[config.mk]
export PLATFORM = sky130hd
export DESIGN_NAME = regfile_mp
export DESIGN_NICKNAME = d
export VERILOG_FILES = /design/src/rtl/regfile_pkg.sv /design/src/rtl/rf_clear_fsm.sv /design/src/rtl/regfile_mp.sv
export SDC_FILE = /design/constraint.sdc
export NUM_CORES = 1
export LEC_CHECK = 0
export CORE_MARGIN = 2
export CORE_UTILIZATION = 45
export CTS_CLUSTER_DIAMETER = 100
export DETAILED_ROUTE_END_ITERATION = 10
export PLACE_DENSITY_LB_ADDON = 0.12
export SYNTH_ARGS = -nofsm -noshare
export SYNTH_HDL_FRONTEND = slang
export SYNTH_HIERARCHICAL = 1
export SYNTH_SLANG_ARGS = --single-unit
[constraint.sdc]
create_clock -name clk -period 6.43 [get_ports clk]
set_clock_uncertainty 0.15 [all_clocks]
set_input_delay 0.9645 -clock clk [delete_from_list [all_inputs] [get_ports clk]]
set_output_delay 0.9645 -clock clk [all_outputs]
set_load 0.02 [all_outputs]
[src/rtl/regfile_pkg.sv]
// Shared types, limits and the clear-value helper for the multi-port register file.
package regfile_pkg;

  typedef enum logic {
    RF_IDLE  = 1'b0,
    RF_CLEAR = 1'b1
  } rf_state_e;

  localparam int MAX_NUM_READ = 4;

  // Value loaded into entry idx by the clear engine; the caller truncates or
  // zero-extends to its data width.
  function automatic logic [31:0] init_value(input logic [31:0] idx, input logic init_index);
    return init_index ? idx : 32'd0;
  endfunction

endpackage

[src/rtl/rf_clear_fsm.sv]
// Clear sequencer: walks every entry once after reset or on request.
//
//   state    | meaning
//   ---------+-----------------------------------------------------------
//   RF_IDLE  | storage valid, functional reads/writes allowed
//   RF_CLEAR | writing init value to entry clr_idx, one entry per cycle
module rf_clear_fsm #(
  parameter int DEPTH = 32,
  parameter int AW    = $clog2(DEPTH)
) (
  input  logic          clk,
  input  logic          rst,
  input  logic          clear_req_i,
  output logic          busy_o,
  output logic          clr_we_o,
  output logic          clr_start_o,
  output logic [AW-1:0] clr_idx_o
);
  import regfile_pkg::*;

  rf_state_e     state_q;
  logic [AW-1:0] clr_idx_q;
  logic          busy_q;

  // State, index and busy flag; reset parks in CLEAR at entry 0.
  always_ff @(posedge clk) begin
    if (rst) begin
      state_q   <= RF_CLEAR;
      clr_idx_q <= '0;
      busy_q    <= 1'b1;
    end else begin
      case (state_q)
        RF_IDLE: begin
          if (clear_req_i) begin
            state_q   <= RF_CLEAR;
            clr_idx_q <= '0;
            busy_q    <= 1'b1;
          end
        end
        RF_CLEAR: begin
          clr_idx_q <= clr_idx_q + AW'(1);
          if (clr_idx_q == AW'(DEPTH - 1)) begin
            state_q <= RF_IDLE;
            busy_q  <= 1'b0;
          end
        end
        default: begin
          state_q   <= RF_CLEAR;
          clr_idx_q <= '0;
          busy_q    <= 1'b1;
        end
      endcase
    end
  end

  // rst is folded into busy so the outputs are defined before the first edge.
  assign busy_o      = busy_q | rst;
  assign clr_we_o    = (state_q == RF_CLEAR) & ~rst;
  assign clr_start_o = (state_q == RF_IDLE) & clear_req_i & ~rst;
  assign clr_idx_o   = clr_idx_q;

endmodule

[src/rtl/regfile_mp.sv]
// Parametrised multi-read-port register file with bypass, hardwired R0,
// pending-write scoreboard and a sequenced clear engine.
module regfile_mp #(
  parameter  int DW         = 32,
  parameter  int DEPTH      = 32,
  parameter  int NUM_READ   = 2,
  parameter  int ZERO_R0    = 1,
  parameter  int BYPASS     = 1,
  parameter  int INIT_INDEX = 1,
  localparam int AW         = $clog2(DEPTH)
) (
  input  logic [0:0]           clk,
  input  logic                 rst,
  input  logic                 clear_req,
  output logic                 busy,
  input  logic [NUM_READ*AW-1:0] rr_addr,
  output logic [NUM_READ*DW-1:0] rd_data,
  output logic [NUM_READ-1:0]    rd_pending,
  input  logic                 reg_write,
  input  logic [AW-1:0]        wr_addr,
  input  logic [DW-1:0]        wr_data,
  input  logic                 issue_valid,
  input  logic [AW-1:0]        issue_addr
);
  import regfile_pkg::*;

  if (NUM_READ < 1 || NUM_READ > MAX_NUM_READ) begin : g_bad_num_read
    $error("regfile_mp: NUM_READ out of range");
  end

  logic [DW-1:0]    mem_q [DEPTH];
  logic [DEPTH-1:0] pend_q;

  logic          clr_we;
  logic          clr_start;
  logic [AW-1:0] clr_idx;
  logic [DW-1:0] clr_wdata;
  logic          wr_eff;
  logic          mem_we;
  logic [AW-1:0] mem_waddr;
  logic [DW-1:0] mem_wdata;

  rf_clear_fsm #(
    .DEPTH (DEPTH),
    .AW    (AW)
  ) u_clear (
    .clk         (clk),
    .rst         (rst),
    .clear_req_i (clear_req),
    .busy_o      (busy),
    .clr_we_o    (clr_we),
    .clr_start_o (clr_start),
    .clr_idx_o   (clr_idx)
  );

  // A functional write only counts when idle and not aimed at a hardwired R0.
  assign wr_eff    = reg_write & ~busy & ~((ZERO_R0 != 0) && (wr_addr == '0));
  assign clr_wdata = DW'(init_value(32'(clr_idx), INIT_INDEX != 0));

  // Clear and functional writes are mutually exclusive (busy blocks the latter).
  assign mem_we    = clr_we | wr_eff;
  assign mem_waddr = clr_we ? clr_idx : wr_addr;
  assign mem_wdata = clr_we ? clr_wdata : wr_data;

  // Single write port into storage; contents are only meaningful after a clear.
  always_ff @(posedge clk) begin
    if (mem_we) begin
      mem_q[mem_waddr] <= mem_wdata;
    end
  end

  // Pending scoreboard: a new issue beats a retiring write to the same entry.
  always_ff @(posedge clk) begin
    if (rst || clr_start) begin
      pend_q <= '0;
    end else begin
      for (int i = 0; i < DEPTH; i++) begin
        if (wr_eff && (wr_addr == AW'(i))) begin
          pend_q[i] <= 1'b0;
        end
        if (issue_valid && !busy && (issue_addr == AW'(i))) begin
          pend_q[i] <= 1'b1;
        end
      end
      if (ZERO_R0 != 0) begin
        pend_q[0] <= 1'b0;
      end
    end
  end

  for (genvar k = 0; k < NUM_READ; k++) begin : g_rd
    logic [AW-1:0] addr;
    logic [DW-1:0] rdat;

    assign addr = rr_addr[k*AW +: AW];

    // Zero-latency read with optional same-cycle write forwarding.
    always_comb begin
      rdat = '0;
      if (busy) begin
        rdat = '0;
      end else if ((ZERO_R0 != 0) && (addr == '0)) begin
        rdat = '0;
      end else if ((BYPASS != 0) && wr_eff && (wr_addr == addr)) begin
        rdat = wr_data;
      end else begin
        rdat = mem_q[addr];
      end
    end

    assign rd_data[k*DW +: DW] = rdat;
    assign rd_pending[k]       = ~busy & pend_q[addr];
  end

endmodule

==> results of run 1 <==
## sequential cells by signal, summed over array words and instances (netlist names)
register,flops
mem_q,1024
pend_q,31
u_clear/busy_q,1
u_clear/clr_idx_o,5
u_clear/state_q,1
## final cells by class
class | instances | area (um2)
fill | 8945 | 53100
clock buffer | 145 | 3030
inverter | 13 | 48.8
tap | 1488 | 1860
multi-input combinational | 1559 | 17800
timing repair buffer | 280 | 2710
sequential | 1062 | 31500
clock inverter | 64 | 509
## synthesized netlist by cell type, types with 2 or more instances
master / instances
dfxtp_1: 38
o311ai_1: 2
o21bai_1: 32
o221ai_1: 64
xnor2_1: 10
clkbuf_1: 114
nand3_1: 25
a221oi_1: 64
or3_1: 2
inv_1: 11
buf_1: 13
nand2_1: 80
a21oi_1: 90
nor3_1: 19
mux2_2: 9
ha_1: 3
or2_2: 8
nor3b_1: 5
nand3b_1: 4
o22ai_1: 124
o32ai_1: 4
a221o_1: 66
mux2i_1: 264
a22oi_1: 56
buf_2: 92
edfxtp_1: 1024
buf_6: 4
o31a_1: 2
a211oi_1: 13
buf_4: 11
o21ai_0: 47
nor2b_1: 46
mux4_2: 398
and2_1: 3
nand2b_1: 9
nor2_1: 95
## routing by layer
layer / wire [um] / up-vias
met5: 13 / -
met4: 6660 / 2
met3: 14600 / 349
met2: 80200 / 1712
met1: 63000 / 16700
li1: - / 12600
## cell families (layout without fill, tap and decap cells)
| group | after synthesis | count (layout) | share of synthesized area [%] |
|---|---|---|---|
| buf+inv | 247 | 502 | 2.22 |
| xor+xnor | 10 | 10 | 0.175 |
| mux | 671 | 671 | 23.4 |
| simple gates | 303 | 303 | 2.86 |
| compound gates | 572 | 572 | 8.31 |
| fa+ha+maj | 3 | 3 | 0.0750 |
| flops | 1062 | 1062 | 63.0 |
## power by group through the flow
stage | Sequential, mW | Combinational, mW | Clock [mW]
2_1_floorplan | 7.82 | 0.796 | 0
3_3_place_gp | 7.81 | 1.30 | 0
3_5_place_dp | 7.82 | 1.31 | 0
4_1_cts | 7.68 | 1.31 | 6.39
5_1_grt | 7.68 | 1.38 | 6.68
6_report | 7.68 | 1.32 | 6.31
## worst min-delay path: stages, from the launching register on
cell     delay, ns
dfxtp_1       0.32
o21ai_0       0.07
a21oi_1       0.06
## per-stage QoR
step / power [mW] / hold WS, ns / setup slack, ns / util, % / cell area (um2)
2_1_floorplan: 8.61 / 0.304 / 2.07 / - / 50000
3_3_place_gp: 9.12 / 0.322 / 0.748 / 48.8 / 53900
3_5_place_dp: 9.13 / 0.332 / 0.748 / 48.8 / 53900
4_1_cts: 15.4 / 0.340 / 0.724 / 52.0 / 57400
5_1_grt: 15.7 / 0.372 / 0.549 / 52.0 / 57400
6_report: 15.3 / 0.342 / 0.559 / 52.0 / 57400
## cells in the final DEF (no fill, tap or decap), types with 24 or more instances in the layout
| master | n |
|---|---|
| a21oi_1 | 89 |
| a221o_1 | 66 |
| a221oi_1 | 64 |
| a22oi_1 | 56 |
| buf_12 | 24 |
| buf_4 | 135 |
| clkbuf_1 | 28 |
| clkbuf_16 | 117 |
| clkdlybuf4s50_1 | 115 |
| clkinv_1 | 26 |
| dfxtp_1 | 38 |
| edfxtp_1 | 1024 |
| mux2i_1 | 264 |
| mux4_2 | 398 |
| nand2_1 | 78 |
| nand3_1 | 25 |
| nor2_1 | 62 |
| nor2_4 | 33 |
| nor2b_1 | 44 |
| o21ai_0 | 44 |
| o21bai_1 | 32 |
| o221ai_1 | 64 |
| o22ai_1 | 124 |
## how the worst min path moves through the flow
stage,end,cells after the start
after detailed placement,pend_q[2],2
after global routing,pend_q[31],2
after global placement,pend_q[21],2
after floorplan,u_clear/busy_q,2
final,pend_q[2],2
after CTS,pend_q[2],2
==> flow_metrics.tcl, run 1 <==
set metrics [dict create \
    rr_endpoint "mem_q[4][17]" \
    hp-start "pend_q[2]" \
    start_util_pct 45.3 \
    synth-seq-cells 1062 \
    yosysWarnings 6 \
    use_met2_pct 47.5 \
    worstSetupStartpointType "primary input" \
    fmax_ghz 0.170 \
    placed_cells_incl_taps 4402 \
    slowest_delay_ns 0.68 \
    yosysUniqueCellTypes 53 \
    required_ns 5.32 \
    maxCapViolations 0 \
    use_met3_pct 5.31 \
    globalRoute.busiestLayer "met2" \
    drive_gt1_share_pct 25.3 \
    syn_area_um2 50000 \
    cp_max_fo 17 \
    clock_latency_ns 0.70 \
    drt_wl_total_um 164000 \
    nets 3089 \
    worst_ep_arrival_time_ns 4.76 \
    rr_startpoint "u_clear/state_q" \
    path_clk_slew_ns 0.07 \
    status "finished clean" \
    numCtsBuffers 113 \
    cp-startpoint "wr_addr[3]" \
    viasPerCell 6.79 \
    endpoint "rd_data[29]" \
    grt_use_met1_pct 38.6 \
    antenna_found_initial 3 \
    finalSetupViolCount 0 \
    ys.flop_type "edfxtp_1" \
    ioPinCount 124 \
    critPathTopFamily "buffers and inverters" \
    pwr-share-comb_pct 8.6 \
    grt_pass1_vias 32000 \
    yosysTopAreaCellShare_pct 61.4 \
    fin_tns_setup_ns 0 \
    rows 122 \
    postCtsSetupBuffers 0 \
    crit_path_end_kind "output port" \
    root_buffer "clkbuf_16" \
    cts_resized 0 \
    grtUsageTotal_pct 29.0 \
    yosysTopAreaCell "edfxtp_1" \
    fin_crit_sh_pct 91.3 \
    rr_worst_depth 6 \
    grt_max_degree 96 \
    netlist_instances 2868 \
    vias 31300 \
    io_buffers 123 \
    fp.dieH_um 337 \
    die_w_um 337 \
    hp-class "reg2reg" \
    path_cells "clkdlybuf4s50_1, or2_2, o21ai_4, nor3_4, buf_4, a2111oi_4, buf_4, a221o_1, clkdlybuf4s50_1" \
    synth-edff-count 1024 \
    final_max_slew_viol_count 0 \
    grt-ovfl-total 0 \
    fp.dieArea_um2 114000 \
    p_leak_nw 18.6 \
    cp_num_buf_inv 4 \
    cpMaxStageDelayCell "clkdlybuf4s50_1" \
    worst_slew_pin_slew_ns 1.32 \
    avgSynthCellArea_um2 17.5 \
    dp_hpwl_um 102000 \
    p_clk_share_pct 41.2 \
    synth-seq-area-share_pct 63.0 \
    netSwitchingFraction_pct 23.1 \
    powerDensity_nw_per_um2 267 \
    diodes 0 \
    cp.depth 9 \
    clock-sinks 1062 \
    cts_tree "built" \
    place_congestion 0.899 \
    instances_no_fill 4611 \
    core_area_um2 111000 \
    async_flop_share_pct 0 \
    cts_max_level 3 \
    rrSetupSlack_ns 2.70 \
    maxSlewHeadroom_pct 11.9 \
    hold_violations 0 \
    grt_pass1_wl_um 233000 \
    syn-num-nets 2928 \
    ant_nets 0 \
    power_frac_seq_pct 50.1 \
    ir_worst_vdd_v 0.000215 \
    dr.pass1.iters 5 \
    ctsHoldBuffers 0 \
    syn_to_final_growth_pct 14.8 \
    drc_errors 0 \
    wl_per_cell_um 35.7 \
    clock_path_buffers 3 \
    p_sw_mw 3.54 \
    min_period_ns 5.87 \
    worstSetupPathType "in2out" \
    yosys-top-cells-area "edfxtp_1, mux4_2, mux2i_1, o22ai_1, dfxtp_1" \
    internal-power_mw 11.8 \
    drt_iter0_drc 3713 \
    rsz0062_at_grt "no" \
]
Note: power is estimated with default switching activity, not from simulation.
==> run 2, diff against run 1 <==
--- a/config.mk
+++ b/config.mk
@@ -5,11 +5,12 @@
 export SDC_FILE = /design/constraint.sdc
 export NUM_CORES = 1
 export LEC_CHECK = 0
+export CAP_MARGIN = 20
 export CORE_MARGIN = 2
 export CORE_UTILIZATION = 45
-export CTS_CLUSTER_DIAMETER = 100
 export DETAILED_ROUTE_END_ITERATION = 10
 export PLACE_DENSITY_LB_ADDON = 0.12
+export REMOVE_ABC_BUFFERS = 1
 export SYNTH_ARGS = -nofsm -noshare
 export SYNTH_HDL_FRONTEND = slang
 export SYNTH_HIERARCHICAL = 1
==> flow_metrics.tcl, run 2 (synthesized netlist as in run 1, its figures left out) <==
set metrics [dict create \
    p_clk_share_pct 42.0 \
    dp_hpwl_um 99300 \
    p_leak_nw 18.7 \
    rsz0062_at_grt "no" \
    vias 31400 \
    fin_crit_sh_pct 87.7 \
    fp.dieArea_um2 114000 \
    cts_tree "built" \
    clock_latency_ns 0.69 \
    pwr-share-comb_pct 8.2 \
    grt_pass1_vias 31700 \
    top_register "mem_q" \
    slowest_delay_ns 0.75 \
    drt_iter0_drc 4147 \
    worst_slew_pin_slew_ns 1.17 \
    grt_max_degree 51 \
    ant_nets 0 \
    hold_end "pend_q[15]" \
    powerDensity_nw_per_um2 267 \
    grtUsageTotal_pct 28.6 \
    cpMaxStageDelayCell "a211oi_1" \
    syn_to_final_growth_pct 15.4 \
    place_area_um2 54100 \
    final_cell_mix "edfxtp_1, mux4_2, mux2i_1, buf_4, o22ai_1" \
    status "finished clean" \
    drive_gt1_share_pct 26.0 \
    hold_violations 0 \
    min_period_ns 5.64 \
    internal-power_mw 11.9 \
    ir_worst_vdd_v 0.000217 \
    nets 3107 \
    rows 122 \
    instances_no_fill 4631 \
    holdWs_ns 0.346 \
    cp_num_buf_inv 3 \
    multi_input_area_um2 17800 \
    ctsHoldBuffers 0 \
    dr.pass1.iters 6 \
    use_met3_pct 4.43 \
    required_ns 5.32 \
    final_common_cell "edfxtp_1" \
    power_frac_seq_pct 49.7 \
    ioPinCount 124 \
    fmax_ghz 0.177 \
    grt_use_met1_pct 39.3 \
    final_max_slew_viol_count 0 \
    io_buffers 123 \
    netSwitchingFraction_pct 22.8 \
    final_core_util_pct 52.3 \
    worstSetupPathType "in2out" \
    globalRoute.busiestLayer "met2" \
    clock_path_buffers 3 \
    path_clk_slew_ns 0.06 \
    maxCapViolations 0 \
    worst_ep_arrival_time_ns 4.53 \
    fp.dieH_um 337 \
    worstSetupStartpointType "primary input" \
    hp-class "reg2reg" \
    largest_register_ffs 1024 \
    grt-ovfl-total 0 \
    cp_max_fo 16 \
    die_w_um 337 \
    fin_tns_setup_ns 0 \
    critPathTopFamily "compound AO/OA/AOI/OAI gates" \
    rrSetupSlack_ns 2.07 \
    grt_pass1_wl_um 230000 \
    root_buffer "clkbuf_16" \
    p_sw_mw 3.51 \
    cts_resized 0 \
    antenna_found_initial 7 \
    hp-start "pend_q[15]" \
    rr_startpoint "u_clear/state_q" \
    cts_max_level 3 \
    numCtsBuffers 112 \
    use_met2_pct 46.5 \
    viasPerCell 6.78 \
    postCtsSetupBuffers 0 \
    crit_path_end_kind "output port" \
    rr_endpoint "mem_q[17][1]" \
    core_area_um2 111000 \
    clock-sinks 1062 \
    critPathMostFrequentCell "clkdlybuf4s50_1" \
    start_util_pct 45.3 \
    wl_per_cell_um 35.0 \
    hold_depth 2 \
    placed_cells_incl_taps 4420 \
    seq_area_um2 31500 \
    rr_worst_depth 6 \
    drt_wl_total_um 162000 \
    place_congestion 0.853 \
    maxSlewHeadroom_pct 22.2 \
    nFillCells 8763 \
    drc_errors 0 \
    finalSetupViolCount 0 \
    stdcell_area_um2 57800 \
    path_cells "clkdlybuf4s50_1, or3_4, o21ai_1, o311ai_4, buf_4, a211oi_1, a221o_1, clkdlybuf4s50_1" \
]
-- run 2: changes by cell type in the layout (fill, tap and decap cells not counted), moves of 3 or more --
cell	before	now
buf_12	24	28
buf_4	135	148
bufinv_16	8	12
clkbuf_1	28	18
clkbuf_8	0	3
clkinv_2	21	25
-- run 2: area by class of cell --
| cell class | instances | area share, % |
|---|---|---|
| repair buffers | 299 | 5.05 |
| inverters | 13 | 0.0845 |
| clock inverters | 70 | 1.13 |
| multi-input cells | 1559 | 30.8 |
| clock buffers | 138 | 5.20 |
| well taps | 1488 | 3.22 |
| flip-flops and latches | 1062 | 54.6 |
| diodes | 2 | 0.00867 |
-- run 2: power groups by stage --
| stage | clock network [mW] | registers [mW] | logic (mW) |
|---|---|---|---|
| 6_report | 6.49 | 7.68 | 1.27 |
| 5_1_grt | 6.84 | 7.68 | 1.34 |
| 4_1_cts | 6.57 | 7.68 | 1.26 |
| 3_5_place_dp | 0 | 7.82 | 1.26 |
| 3_3_place_gp | 0 | 7.82 | 1.25 |
| 2_1_floorplan | 0 | 7.82 | 0.624 |
-- run 2: per-layer routing --
metal  part of all wire [%]  vias to the layer above  wire [um]
met5                 0.0080                        -         13
met4                    3.4                        2       5460
met3                    8.4                      307      13600
met2                     48                     1643      78600
met1                     40                    16800      64500
li1                       -                    12700          -
-- run 2: worst reg2reg max path, stage by stage (launching register included) --
cell     delay [ns]
dfxtp_1        0.59
nor2b_4        1.02
buf_4          0.59
o21a_1         0.25
nand2_1        0.26
nor2_4         0.86
buf_4          0.35
-- run 2: worst max-delay path by stage --
stage,cells past startpoint,slack (ns),endpoint,startpoint
after detailed placement,8,0.92,rd_data[45],wr_addr[3]
after global routing,8,0.74,rd_data[45],wr_addr[2]
after floorplan,3,0.90,rd_data[0],rr_addr[2]
after CTS,8,0.88,rd_data[45],wr_addr[3]
final,8,0.79,rd_data[45],wr_addr[4]
after global placement,8,0.92,rd_data[45],wr_addr[4]
-- run 2: through the flow --
stage	power [mW]	setup WS (ns)
floorplan	8.44	0.901
global placement	9.06	0.916
detailed placement	9.08	0.916
CTS	15.5	0.880
global route	15.9	0.740
finish	15.4	0.789
